--- config.mk ---
export PLATFORM = sky130hd
export DESIGN_NAME = baud_ctrl_flat
export DESIGN_NICKNAME = d
export VERILOG_FILES = /design/src/rtl/baud_ctrl_if.sv /design/src/rtl/baud_ctrl.sv /design/src/flat_wrapper.sv
export SDC_FILE = /design/constraint.sdc
export NUM_CORES = 1
export LEC_CHECK = 0
export CORE_ASPECT_RATIO = 0.5
export CORE_MARGIN = 10
export CORE_UTILIZATION = 51
export DETAILED_ROUTE_END_ITERATION = 10
export PLACE_DENSITY = 0.75
export SYNTH_ARGS = -nofsm -noshare
export SYNTH_HDL_FRONTEND = slang
export SYNTH_SLANG_ARGS = --single-unit
export TNS_END_PERCENT = 30
--- constraint.sdc ---
create_clock -name clk -period 2.39 [get_ports clk]
set_input_delay 0.478 -clock clk [delete_from_list [all_inputs] [get_ports clk]]
set_output_delay 0.478 -clock clk [all_outputs]
set_load 0.03 [all_outputs]
--- src/rtl/baud_ctrl_if.sv ---
// -----------------------------------------------------------------------------
// baud_ctrl_if
// Bundles the host configuration port, the TX/RX engine request/grant pairs
// and the baud generator control lines of the shared baud controller.
//
//   cfg_wr_i    host -> ctrl  one-cycle divisor write strobe
//   cfg_div_i   host -> ctrl  divisor value sampled with cfg_wr_i
//   cfg_busy_o  ctrl -> host  reconfiguration pending or in progress
//   cfg_ack_o   ctrl -> host  one-cycle pulse, new divisor active
//   cfg_err_o   ctrl -> host  one-cycle pulse, write rejected while busy
//   tx_req_i    TX -> ctrl    TX engine needs baud ticks (level)
//   rx_req_i    RX -> ctrl    RX engine needs baud ticks (level)
//   tx_gnt_o    ctrl -> TX    TX may use baud/acq ticks
//   rx_gnt_o    ctrl -> RX    RX may use baud/acq ticks
//   baud_tick_i gen -> ctrl   baud pulse, one clk wide
//   gen_hold_o  ctrl -> gen   1 holds the generator counters cleared
//   divisor_o   ctrl -> gen   divisor driven to the generator
//
// master: the side driving requests/config (host, engines, generator tick).
// slave : the baud controller itself.
// -----------------------------------------------------------------------------
interface baud_ctrl_if;
    logic        cfg_wr_i;
    logic [15:0] cfg_div_i;
    logic        cfg_busy_o;
    logic        cfg_ack_o;
    logic        cfg_err_o;
    logic        tx_req_i;
    logic        rx_req_i;
    logic        tx_gnt_o;
    logic        rx_gnt_o;
    logic        baud_tick_i;
    logic        gen_hold_o;
    logic [15:0] divisor_o;

    modport master (
        output cfg_wr_i, cfg_div_i, tx_req_i, rx_req_i, baud_tick_i,
        input  cfg_busy_o, cfg_ack_o, cfg_err_o, tx_gnt_o, rx_gnt_o,
               gen_hold_o, divisor_o
    );

    modport slave (
        input  cfg_wr_i, cfg_div_i, tx_req_i, rx_req_i, baud_tick_i,
        output cfg_busy_o, cfg_ack_o, cfg_err_o, tx_gnt_o, rx_gnt_o,
               gen_hold_o, divisor_o
    );
endinterface

--- src/rtl/baud_ctrl.sv ---
// -----------------------------------------------------------------------------
// baud_ctrl
// Controller for the shared baud generator. Powers the generator up when TX
// or RX asks for ticks, grants service on a baud boundary, and sequences
// divisor changes so the divisor is only swapped while no frame is in flight
// and the generator is held cleared.
//
// Parameters
//   SETTLE     cycles the generator is held cleared after a divisor change
//              (legal 2..255)
//   DIV_RESET  divisor driven after reset
//
// Ports
//   clk   system clock
//   rst   asynchronous, active-low reset
//   bus   baud_ctrl_if.slave (config port, engine req/gnt, generator control)
//
// All outputs come straight from registers.
// -----------------------------------------------------------------------------
module baud_ctrl #(
    parameter int unsigned SETTLE    = 4,
    parameter logic [15:0] DIV_RESET = 16'd26
) (
    input  logic        clk,
    input  logic        rst,
    baud_ctrl_if.slave  bus
);

    typedef enum logic [2:0] {
        S_OFF   = 3'd0,
        S_WARM  = 3'd1,
        S_RUN   = 3'd2,
        S_DRAIN = 3'd3,
        S_HOLD  = 3'd4
    } state_t;

    // HOLD counts down to zero inclusive, so loading SETTLE-1 gives SETTLE cycles.
    localparam logic [7:0] SETTLE_LOAD = 8'(SETTLE - 32'd1);

    state_t      r_state;
    logic        r_gen_hold;
    logic        r_tx_gnt;
    logic        r_rx_gnt;
    logic        r_busy;
    logic        r_ack;
    logic        r_err;
    logic [15:0] r_div;
    logic [15:0] r_pend;
    logic [7:0]  r_cnt;

    logic        w_accept;
    logic        w_cfg_want;
    logic [15:0] w_pend_next;
    logic        w_any_req;
    logic        w_any_gnt;

    // A write is taken only when idle; the FSM must react to it in the same
    // cycle (OFF -> HOLD in one edge), so it sees the accepted value directly
    // rather than waiting for the pending register.
    assign w_accept    = bus.cfg_wr_i & ~r_busy;
    assign w_cfg_want  = r_busy | w_accept;
    assign w_pend_next = w_accept ? bus.cfg_div_i : r_pend;
    assign w_any_req   = bus.tx_req_i | bus.rx_req_i;
    assign w_any_gnt   = r_tx_gnt | r_rx_gnt;

    // Config capture, power/grant state machine and all registered outputs.
    always_ff @(posedge clk or negedge rst) begin
        if (!rst) begin
            r_state    <= S_OFF;
            r_gen_hold <= 1'b1;
            r_tx_gnt   <= 1'b0;
            r_rx_gnt   <= 1'b0;
            r_busy     <= 1'b0;
            r_ack      <= 1'b0;
            r_err      <= 1'b0;
            r_div      <= DIV_RESET;
            r_pend     <= 16'd0;
            r_cnt      <= 8'd0;
        end else begin
            r_ack <= 1'b0;
            r_err <= bus.cfg_wr_i & r_busy;

            if (w_accept) begin
                r_pend <= bus.cfg_div_i;
                r_busy <= 1'b1;
            end

            case (r_state)
                S_OFF: begin
                    if (w_cfg_want) begin
                        r_state    <= S_HOLD;
                        r_gen_hold <= 1'b1;
                        r_div      <= w_pend_next;
                        r_cnt      <= SETTLE_LOAD;
                    end else if (w_any_req) begin
                        r_state    <= S_WARM;
                        r_gen_hold <= 1'b0;
                    end
                end

                S_WARM: begin
                    if (w_cfg_want) begin
                        r_state    <= S_HOLD;
                        r_gen_hold <= 1'b1;
                        r_div      <= w_pend_next;
                        r_cnt      <= SETTLE_LOAD;
                    end else if (!w_any_req) begin
                        r_state    <= S_OFF;
                        r_gen_hold <= 1'b1;
                    end else if (bus.baud_tick_i) begin
                        r_state  <= S_RUN;
                        r_tx_gnt <= bus.tx_req_i;
                        r_rx_gnt <= bus.rx_req_i;
                    end
                end

                S_RUN: begin
                    // New grants land only on a baud boundary and never once a
                    // reconfiguration is waiting; drops follow req immediately.
                    if (!bus.tx_req_i) begin
                        r_tx_gnt <= 1'b0;
                    end else if (bus.baud_tick_i && !w_cfg_want) begin
                        r_tx_gnt <= 1'b1;
                    end
                    if (!bus.rx_req_i) begin
                        r_rx_gnt <= 1'b0;
                    end else if (bus.baud_tick_i && !w_cfg_want) begin
                        r_rx_gnt <= 1'b1;
                    end

                    if (w_cfg_want) begin
                        r_state <= S_DRAIN;
                    end else if (!w_any_req && !w_any_gnt) begin
                        r_state    <= S_OFF;
                        r_gen_hold <= 1'b1;
                    end
                end

                S_DRAIN: begin
                    if (!bus.tx_req_i) begin
                        r_tx_gnt <= 1'b0;
                    end
                    if (!bus.rx_req_i) begin
                        r_rx_gnt <= 1'b0;
                    end
                    // Ungranted requesters are simply held off; only live
                    // frames keep the divisor from changing.
                    if (!w_any_gnt) begin
                        r_state    <= S_HOLD;
                        r_gen_hold <= 1'b1;
                        r_div      <= w_pend_next;
                        r_cnt      <= SETTLE_LOAD;
                    end
                end

                S_HOLD: begin
                    if (r_cnt == 8'd0) begin
                        r_state <= S_OFF;
                        r_busy  <= 1'b0;
                        r_ack   <= 1'b1;
                    end else begin
                        r_cnt <= r_cnt - 8'd1;
                    end
                end

                default: begin
                    r_state    <= S_OFF;
                    r_gen_hold <= 1'b1;
                    r_tx_gnt   <= 1'b0;
                    r_rx_gnt   <= 1'b0;
                end
            endcase
        end
    end

    assign bus.gen_hold_o = r_gen_hold;
    assign bus.tx_gnt_o   = r_tx_gnt;
    assign bus.rx_gnt_o   = r_rx_gnt;
    assign bus.cfg_busy_o = r_busy;
    assign bus.cfg_ack_o  = r_ack;
    assign bus.cfg_err_o  = r_err;
    assign bus.divisor_o  = r_div;

endmodule
--- src/flat_wrapper.sv ---
// flat-port wrapper written by rule: the top's interface ports become plain ports
module baud_ctrl_flat 
#(
    parameter int unsigned SETTLE    = 4,
    parameter logic [15:0] DIV_RESET = 16'd26
)
  (clk, rst, bus_cfg_wr_i, bus_cfg_div_i, bus_tx_req_i, bus_rx_req_i, bus_baud_tick_i, bus_cfg_busy_o, bus_cfg_ack_o, bus_cfg_err_o, bus_tx_gnt_o, bus_rx_gnt_o, bus_gen_hold_o, bus_divisor_o);
  baud_ctrl_if bus_i ();
  input  logic clk;
  input  logic rst;
  input wire logic [$bits(bus_i.cfg_wr_i)-1:0] bus_cfg_wr_i;
  input wire logic [$bits(bus_i.cfg_div_i)-1:0] bus_cfg_div_i;
  input wire logic [$bits(bus_i.tx_req_i)-1:0] bus_tx_req_i;
  input wire logic [$bits(bus_i.rx_req_i)-1:0] bus_rx_req_i;
  input wire logic [$bits(bus_i.baud_tick_i)-1:0] bus_baud_tick_i;
  output wire logic [$bits(bus_i.cfg_busy_o)-1:0] bus_cfg_busy_o;
  output wire logic [$bits(bus_i.cfg_ack_o)-1:0] bus_cfg_ack_o;
  output wire logic [$bits(bus_i.cfg_err_o)-1:0] bus_cfg_err_o;
  output wire logic [$bits(bus_i.tx_gnt_o)-1:0] bus_tx_gnt_o;
  output wire logic [$bits(bus_i.rx_gnt_o)-1:0] bus_rx_gnt_o;
  output wire logic [$bits(bus_i.gen_hold_o)-1:0] bus_gen_hold_o;
  output wire logic [$bits(bus_i.divisor_o)-1:0] bus_divisor_o;
  assign bus_i.cfg_wr_i = bus_cfg_wr_i;
  assign bus_i.cfg_div_i = bus_cfg_div_i;
  assign bus_i.tx_req_i = bus_tx_req_i;
  assign bus_i.rx_req_i = bus_rx_req_i;
  assign bus_i.baud_tick_i = bus_baud_tick_i;
  assign bus_cfg_busy_o = bus_i.cfg_busy_o;
  assign bus_cfg_ack_o = bus_i.cfg_ack_o;
  assign bus_cfg_err_o = bus_i.cfg_err_o;
  assign bus_tx_gnt_o = bus_i.tx_gnt_o;
  assign bus_rx_gnt_o = bus_i.rx_gnt_o;
  assign bus_gen_hold_o = bus_i.gen_hold_o;
  assign bus_divisor_o = bus_i.divisor_o;
  baud_ctrl #(.SETTLE(SETTLE), .DIV_RESET(DIV_RESET)) u_core (.clk(clk), .rst(rst), .bus(bus_i));
endmodule
==> qor.yml <==
fin_nets: 242
cts.clk_slew.worst_paths_ns: 0.09
viasPerCell: 5.32
firstDrtPassIters: 4
initial_core_util_pct: 54.1
avgSynthCellArea_um2: 12.8
wirelength_mm: 4.39
async_flop_share_pct: 100
seq_area_frac_synth_pct: 56.8
path_delay_family: "buffers and inverters"
required_ns: 1.91
ys.flop_type: "dfrtp_1"
num_antenna_cells: 0
finalSetupViolCount: 0
reg2reg_depth: 6
insertion_delay_ns: 0.31
rsz0062_at_grt: "false"
grtUsageTotal_pct: 12.5
fillers: 300
synth_edf_count: 0
fin_crit_ns: 2.01
syn_inst: 169
fin_area_um2: 2770
yosysMostFrequentCell: "dfrtp_1"
io_buffers: 43
ys_ff_latch: 49
synth_commonest_cells: "45 x dfrtp_1, 32 x mux2_2, 10 x nor2_1"
first_iter_violations: 74
root_buffer: "clkbuf_8"
num_vias: 1453
stdcell_count: 273
place_inst: 265
grt_max_degree: 27
post-route-drc-count: 0
top_layer_used: "met4"
grt_pass1_wl_mm: 7.46
detailed_place_hpwl_mm: 3.27
fmax_mhz: 498
setup_tns_ns: 0
hold_ws_ns: 0.148
path_cells: "clkdlybuf4s50_1"
yosysTopAreaCell: "dfrtp_1"
hold_buffers: 0
max_cap_viol_count: 0
met2WireLength_mm: 2.21
core-area_um2: 4000
dr_wl_met3_um: 257
irDropWorstVdd_mv: 0.718
syn_nets: 193
overflow: 0
grt_pass1_vias: 1483
pre_cts_ws_ns: 0.316
io_pins: 44
numCtsBuffers: 5
cts.path.max_buffers: 2
wl_per_cell_um: 16.1
gp_congestion: 0.820
cts_sinks: 49
p_leak_nw: 1.18
crit_cells: 1
worstPathArrival_ns: 1.53
slew_violations: 0
place_area_um2: 2670
crit_path_start_kind: "register"
yosysWarnings: 0
cts_max_level: 2
yosysTopAreaCellShare_pct: 52.0
cp_slowest_stage_delay_ns: 0.67
fp.dieArea_um2: 7410
area_delta_synth_final_pct: 27.8
fin_skew_ns: 0.00871
period_share_pct: 84.1
post_cts_resize_count: 0
status: "finished, final reports clean"
die_w_um: 112
p_per_area_nw_per_um2: 1320
ant_nets: 0
tritoncts: "done"
ys_types: 41
finalHoldViolations: 0
synth_area_leaders: "dfrtp_1 52%, mux2_2 17%, dfstp_2 4.8%, a21oi_1 2.1%, nor2_1 1.7%"
critPathCaptureType: "primary output"
fin_ws_ns: 0.380
drive_gt1_share_pct: 26.5
post_cts_buffers: 0
worst_pin_slew_ns: 0.558
slew_headroom_pct: 62.8
cp.buffers_inverters: 1
synth.cell_area_um2: 2170
wl_met1_mm: 1.84
critPathSlowestCell: "clkdlybuf4s50_1"
critPathMaxFanout: 4
rows: 16
worstSetupPathType: "register to primary output"
antenna_found_initial: 0
die_h_um: 66.1
min_path_type: "primary input to asynchronous set/reset pin"
-- state kept, by name, indices dropped and copies added, names as in the netlist --
name and cells:
u_core.bus.cfg_busy_o 1, u_core.bus.gen_hold_o 1, u_core.r_state 3, u_core.r_cnt 8, u_core.bus.cfg_ack_o 1, u_core.bus.divisor_o 16, u_core.bus.tx_gnt_o 1, u_core.bus.rx_gnt_o 1
u_core.bus.cfg_err_o 1, u_core.r_pend 16
-- routing by layer --
layer | vias to the layer above | track usage (%)
met2 | 32 | 21.3
met1 | 706 | 13.9
li1 | 708 | -
met5 | - | 0
met3 | 7 | 4.44
met4 | 0 | 6.13
-- power by group --
part	switching, mW	internal, mW	total, mW	leakage, nW
logic	0.838	0.833	1.67	0.535
registers	0.219	1.22	1.44	0.595
clock network	0.294	0.241	0.535	0.0518
-- per-stage QoR --
step | util (%) | power [mW]
floorplan | - | 2.54
global placement | 66.7 | 3.09
detailed placement | 66.7 | 3.15
CTS | 69.2 | 3.69
global route | 69.2 | 3.88
finish | 69.2 | 3.64
-- cells by family after synthesis --
logic type | share of synthesized area (%)
muxes | 17.6
adders and majority gates | 1.62
buffers and inverters | 2.54
and+or+nand+nor | 11.0
DFF | 56.8
AOI/OAI and AO/OA | 9.30
xor gates and xnor gates | 1.21
-- final timing paths --
path | start | end | slack (ns)
setup / recovery | u_core.bus.gen_hold_o$_DFFE_PN1P_ | bus_gen_hold_o | 0.38
hold / removal | rst | u_core.bus.divisor_o[6]$_DFFE_PN0P_ | 0.15
setup reg to reg | u_core.r_cnt[0]$_DFFE_PN0P_ | u_core.r_cnt[1]$_DFFE_PN0P_ | 0.49
hold reg to reg | u_core.r_pend[7]$_DFF_PN0_ | u_core.r_pend[7]$_DFF_PN0_ | 0.50
max in group asynchronous | rst | u_core.bus.divisor_o[1]$_DFFE_PN1P_ | 1.61
min in group clk | u_core.r_pend[7]$_DFF_PN0_ | u_core.r_pend[7]$_DFF_PN0_ | 0.50
-- area by class of cell --
class                           count  area (µm²)  area share (%)
Clock inverter                      2        17.5           0.633
Sequential cell                    49        1230            44.5
Inverter                            4        15.0           0.542
Tap cell                           54        67.6            2.44
Clock buffer                        6        82.6            2.98
Timing Repair Buffer               49         470            17.0
Multi-Input combinational cell    109         885            31.9
-- layout by cell type (no fill, tap or decap), drive strengths merged, types with 5 or more instances in the layout --
master,n
dfrtp,45
clkdlybuf4s50,42
mux2,32
nor2,11
a21oi,9
nor3,7
buf,7
clkbuf,6
nand2b,5
o21ai,5
inv,5
Power figures use the tool's default switching activity.
